File: src/rtl/aidc_lite_decomp_line_buf.sv
// Ping-pong line assembler: collects 64-bit decompressor words into
// WORDS-word lines and hands them to a consumer with valid/ready.
// Optional feature macro: AIDC_LITE_DECOMP_LINE_BUF_ERR_EN (sticky err_o).
// Ports:
//   clk, rst          clock, synchronous active-high reset
//   valid_i/addr_i/data_i  word write (ORed decompressor bus)
//   done_i            level line-finished; rising edge closes the line
//   valid_o/ready_i   line handshake
//   data_o/mask_o     presented line and written-word mask
//   err_o             sticky overflow / bad-address flag
module aidc_lite_decomp_line_buf #(
    parameter int WORDS = 8
) (
    input  logic               clk,
    input  logic               rst,
    input  logic               valid_i,
    input  logic [3:0]         addr_i,
    input  logic [63:0]        data_i,
    input  logic               done_i,
    output logic               valid_o,
    input  logic               ready_i,
    output logic [WORDS*64-1:0] data_o,
    output logic [WORDS-1:0]   mask_o,
    output logic               err_o
);

    logic [63:0]      data_q [2][WORDS];
    logic [63:0]      data_d [2][WORDS];
    logic [WORDS-1:0] mask_q [2];
    logic [WORDS-1:0] mask_d [2];
    logic [1:0]       full_q, full_d;
    logic             wr_q, wr_d;
    logic             rd_q, rd_d;
    logic             done_q;

    logic [WORDS-1:0] hit;
    logic [WORDS-1:0] fill_mask;
    logic             in_range;
    logic             wr_full;
    logic             do_wr;
    logic             close;
    logic             hs;

    always_comb begin
        data_d    = data_q;
        mask_d    = mask_q;
        full_d    = full_q;
        wr_d      = wr_q;
        rd_d      = rd_q;
        hit       = '0;
        for (int k = 0; k < WORDS; k++) begin
            hit[k] = (addr_i == 4'(k));
        end
        in_range  = ({28'd0, addr_i} < 32'(WORDS));
        wr_full   = full_q[wr_q];
        do_wr     = valid_i && in_range && !wr_full;
        fill_mask = mask_q[wr_q] | (do_wr ? hit : '0);
        // Close on a done edge or on completing the line, never on an
        // empty bank, and never while the fill bank is still occupied.
        close     = !wr_full && (fill_mask != '0) &&
                    ((done_i && !done_q) || (do_wr && (&fill_mask)));
        hs        = full_q[rd_q] && ready_i;

        // hs only when rd bank is full; close only when wr bank is not,
        // so the two never touch the same bank in one cycle.
        if (hs) begin
            for (int k = 0; k < WORDS; k++) begin
                data_d[rd_q][k] = '0;
            end
            mask_d[rd_q] = '0;
            full_d[rd_q] = 1'b0;
            rd_d         = ~rd_q;
        end
        if (do_wr) begin
            for (int k = 0; k < WORDS; k++) begin
                if (hit[k]) data_d[wr_q][k] = data_i;
            end
            mask_d[wr_q] = fill_mask;
        end
        if (close) begin
            full_d[wr_q] = 1'b1;
            wr_d         = ~wr_q;
        end
    end

    always_ff @(posedge clk) begin
        if (rst) begin
            for (int b = 0; b < 2; b++) begin
                for (int k = 0; k < WORDS; k++) begin
                    data_q[b][k] <= '0;
                end
                mask_q[b] <= '0;
            end
            full_q <= '0;
            wr_q   <= 1'b0;
            rd_q   <= 1'b0;
            done_q <= 1'b0;
        end else begin
            data_q <= data_d;
            mask_q <= mask_d;
            full_q <= full_d;
            wr_q   <= wr_d;
            rd_q   <= rd_d;
            done_q <= done_i;
        end
    end

    always_comb begin
        data_o = '0;
        for (int k = 0; k < WORDS; k++) begin
            data_o[64*k +: 64] = data_q[rd_q][k];
        end
        mask_o  = mask_q[rd_q];
        valid_o = full_q[rd_q];
    end

`ifdef AIDC_LITE_DECOMP_LINE_BUF_ERR_EN
    logic bad;
    logic err_q;

    assign bad = valid_i && (!in_range || wr_full);

    always_ff @(posedge clk) begin
        if (rst) begin
            err_q <= 1'b0;
        end else if (bad) begin
            err_q <= 1'b1;
        end
    end

    assign err_o = err_q;

`ifndef SYNTHESIS
    always @(posedge clk) begin
        if (!rst) begin
            assert (!bad)
            else $warning("line_buf: dropped word addr=%0d", addr_i);
        end
    end
`endif
`else
    assign err_o = 1'b0;
`endif

endmodule

File: config.mk
export PLATFORM = sky130hd
export DESIGN_NAME = aidc_lite_decomp_line_buf
export DESIGN_NICKNAME = d
export VERILOG_FILES = /design/src/rtl/aidc_lite_decomp_line_buf.sv
export SDC_FILE = /design/constraint.sdc
export NUM_CORES = 2
export LEC_CHECK = 0
export ABC_AREA = 0
export CORE_MARGIN = 2
export CORE_UTILIZATION = 35
export CTS_CLUSTER_DIAMETER = 150
export DETAILED_ROUTE_END_ITERATION = 8
export DONT_BUFFER_PORTS = 1
export GPL_TIMING_DRIVEN = 0
export SLEW_MARGIN = 20
export SYNTH_ARGS = -nofsm -noshare
export SYNTH_HDL_FRONTEND = slang
export SYNTH_SLANG_ARGS = --single-unit
File: constraint.sdc
create_clock -name clk -period 2.87 [get_ports clk]
set_clock_uncertainty 0.05 [all_clocks]
set_input_delay 0.287 -clock clk [delete_from_list [all_inputs] [get_ports clk]]
set_output_delay 0.287 -clock clk [all_outputs]
set_load 0.05 [all_outputs]
-- Yosys cells after proc, flatten, opt, wreduce, memory -nomap -nowiden
Cells that the tools add are included.
- register bits: 1045
- equal/unequal tests: 7
- order comparisons: 9
- bitwise operators: 26
- mux-type cells: 84
- reduce and logical (&&, ||, !) cells: 17
- operators with widths (kind ; number):
    $mux W1024 ; 17
    $and A1024 B1024 Y1024 ; 8
    $bwmux W1024 ; 8
    $demux W512 S1 ; 16
    $not A1024 Y1024 ; 8
    $mux W512 ; 5
    $mux W448 ; 2
    $mux W384 ; 2
    $mux W320 ; 2
    $mux W256 ; 2
    $mux W192 ; 2
    $mux W128 ; 2
    $mux W64 ; 2
    $mux W8 ; 9
    $mux W16 ; 2
    $and A16 B16 Y16 ; 1
    $bwmux W16 ; 1
    $demux W8 S1 ; 2
    $eq A4 B3 Y1 const B ; 4
    $not A16 Y16 ; 1
    $logic_and A1 B1 Y1 ; 11
    $eq A4 B2 Y1 const B ; 2
    $or A8 B8 Y8 ; 1
    $reduce_and A8 Y1 ; 1
    other kinds (18) ; 32

-- Longest topological paths before layout
- word-level depth: 39
- gate-level depth with buffers: 9

-- Worst setup path before layout
No wires, ideal clock.
- path type: reg2out
- from: register rd_q
- to: output data_o[100]
- path buffers: 3
- arrival: 1.726 ns
- slack: 0.807 ns
- stages on the path, launching flop included: 5
- data required time: 2.533 ns
- cell sequence: dfxtp_1 -> clkbuf_1 -> clkbuf_1 -> clkbuf_1 -> mux2_2
- word-level cells in the longest chain between the ends: 4
- ends and longest elaborated chain (what ; RTL line ; source):
    start: declaration ; 33 ; logic rd_q, rd_d;
    start signal: assignment ; 103 ; rd_q <= rd_d;
    $not A1 Y2 (not written as such) ; 111 ; data_o[64*k +: 64] = data_q[rd_q][k];
    $mux W512 (3 in series) ; n/a ;
    end: declaration ; 22 ; output logic [WORDS*64-1:0] data_o,
Every way passes these cells. The select of a mux whose other input is x is not followed.

-- Worst setup path after layout
- from: register rd_q
- to: output data_o[353]
Same word-level chain as after synthesis.

==> metrics.cfg <==
[yosys]
yosys.area.top_type = dfxtp_1
synth_cell_types = 54
synth-seq-cells = 1045
synthArstFlopShare_pct = 0
yosys.area_share.xor_xnor_pct = 0.0195
syn-num-nets = 5394
syn_inst = 5321
synth_compound_area_share_pct = 12.7
yosys-mux-area-fraction_pct = 13.2
ys.flop_type = dfxtp_1
synth-simple-area-share_pct = 20.6
syn-cell-area_sq_mm = 0.0449
ys_seq_area_share_pct = 46.6
synthAdderAreaFrac_pct = 0
yosys_warnings = 0
synth_edf_count = 0
synth_top_family_by_area = simple AND/OR/NAND/NOR gates
yosys.area.top_type_share_pct = 46.6
synth.avg_cell_area_sq_um = 8.44
synthTopCellsByArea = dfxtp_1 (47%), mux2_2 (13%), a21oi_1 (10%), nand3_1 (10%), nand2_1 (7.8%)

[routing]
vias = 44300
drc_errors = 0
first_iter_violations = 5766
postRouteAntennaNets = 0
routedWlPerCell_microns = 33.9
routed_via_density = 6.03
wl_mm = 249
first_pass_iters = 6

[power_and_ir_drop]
vdd_drop_max_mv = 0.451
power_leakage_nw = 18.7
power.density_cell_area_mw_per_mm2 = 586

[timing]
worst_slew_pin_slew_ps = 1120
rsz0062_at_grt = yes
hold_ws_ps = 22.4
setup_slack_ps = -29.2
finalSetupViolCount = 2
timing.final.max_slew_violations = 0
fmax_ghz = 0.345
fin_tns_setup_ps = -45.3
post-route-period-util_pct = 101
finalCriticalPeriod_ps = 2900
relSlewSlack_pct = 25.0
hold_viol_final = 0

[grt]
antenna_found_initial = 15
grtUsageTotal_pct = 36.2
grt_pass1_vias = 40200
gr-total-overflow = 0
grt_pass1_wl_mm = 331
grt_start_max_net_pins = 16

[finish]
n_fill_cell = 12400
area.growth.synth_to_final_pct = 21.7
drive_above_1_share_pct = 19.7
final_area_sq_mm = 0.0546
final_util_pct = 42.9
finalNetCount = 5655

[outcome]
status = complete, but fails checks
violations = negative setup slack

[run]
maxCapViolations = 0

[place]
placed_area_sq_mm = 0.0486
dp_hpwl_mm = 180
gp_congestion = 0.967
portBuffers = 0

[setup_path]
worst-path-max-fanout = 10
worstPathRequired_ps = 2530
worstSetupPathType = register to primary output
end_kind = primary output
startpoint_type = register
crit_arrival_ps = 2560

[clock_tree]
htree_num_levels = 3
cts_tree = yes
cts_buffers = 110
cts-root-buf = clkbuf_16
clk_latency_ps = 750
clkSlewWorstSetupHoldPaths_ps = 60
clock-sinks = 1045
clk_path_buf_depth = 3

[floorplanning]
die_x_microns = 362
start_util_pct = 35.2
core_sq_mm = 0.127
rows = 131
fp.dieH_microns = 362
die_area_sq_mm = 0.131
io_pins = 595

[min_path]
hp-class = input pin to register

## area by class of cell
| cell class | count | area [sq um] | share of cell area (%) |
|---|---|---|---|
| diodes | 6 | 15.0 | 0.0275 |
| multi-input cells | 3654 | 22000 | 40.3 |
| flip-flops and latches | 1045 | 20900 | 38.3 |
| well taps | 1662 | 2080 | 3.81 |
| clock buffers | 164 | 3290 | 6.02 |
| plain buffers | 619 | 3560 | 6.51 |
| clock inverters | 38 | 428 | 0.783 |
| repair buffers | 149 | 2320 | 4.25 |
| inverters | 3 | 11.3 | 0.0206 |
## cell usage after synthesis, types with 10 or more instances
library cell	number
dfxtp_1	1045
nand2_1	928
a21oi_1	918
nand3_1	905
mux2_2	522
clkbuf_1	365
nor2_1	164
buf_2	144
a22oi_1	122
buf_6	69
buf_1	38
nand3b_1	10
## final timing paths
check / from / endpoint / slack, ps / cells after the start
setup / recovery: rd_q / data_o[353] / -30 / 4
hold reg to reg: data_q[323] / data_q[323] / 410 / 2
setup reg to reg: full_q[1] / data_q[299] / 0 / 7
hold / removal: data_i[10] / data_q[266] / 20 / 3
## stage by stage
stage	power, mW	std cells	worst slack (ps)
final	32.0	7340	-29.2
after floorplan	16.1	5321	807
after global routing	32.5	7334	-40.6
after detailed placement	17.1	7053	-384
after CTS	31.9	7327	-230
after global placement	17.0	6983	-961
## layer usage
| metal | GRT usage (%) | wire [microns] | vias up |
|---|---|---|---|
| li1 | - | - | 18900 |
| met1 | 40.8 | 86600 | 21400 |
| met5 | 0 | 82 | - |
| met4 | 27.1 | 22200 | 14 |
| met2 | 52.1 | 102000 | 3121 |
| met3 | 18.1 | 37700 | 858 |
## cell families after synthesis
group,Yosys count
muxes,528
xor gates and xnor gates,1
DFF,1045
AOI/OAI and AO/OA,1065
and+or+nand+nor,2059
other,1
buffers and inverters,622
## power by group
group	internal [mW]	total [mW]	switching, mW
Combinational	0.570	2.45	1.88
Clock	8.46	14.9	6.48
Sequential	14.6	14.6	0.0449
## cell usage in the layout, fill, tap and decap left out, drive strengths merged, types with 3 or more instances in the layout
master       count
nor2           165
and3             4
mux2i            5
nor3            11
nand3          910
a211oi           5
diode            6
nand2          928
buf            344
nand2b           3
bufinv           6
nor4            10
nand3b          10
clkbuf         520
o21ai            7
dfxtp         1045
nor2b            3
inv              8
a22oi          122
clkinv          23
mux2           523
dlygate4sd3     67
a21oi          918
clkinvlp         4
## sequential cells by signal, indices dropped and copies added, names as in the netlist
name,flops
mask_q,16
done_q,1
data_q,1024
rd_q,1
full_q,2
wr_q,1
## critical path: stages, from the launching register on
cell and delay, ps:
dfxtp_1 350, clkbuf_4 230, buf_2 440, buf_16 240, mux2_2 530
## what timing repair did
item                       in CTS  in global routing
setup endpoints to repair    1203                718
resized for setup             341                 72
buffers inserted                5                  7
hold buffers                   67                  0
hold endpoints to repair      355                  0
pin swaps                       2                  5
Power figures use the tool's default switching activity.
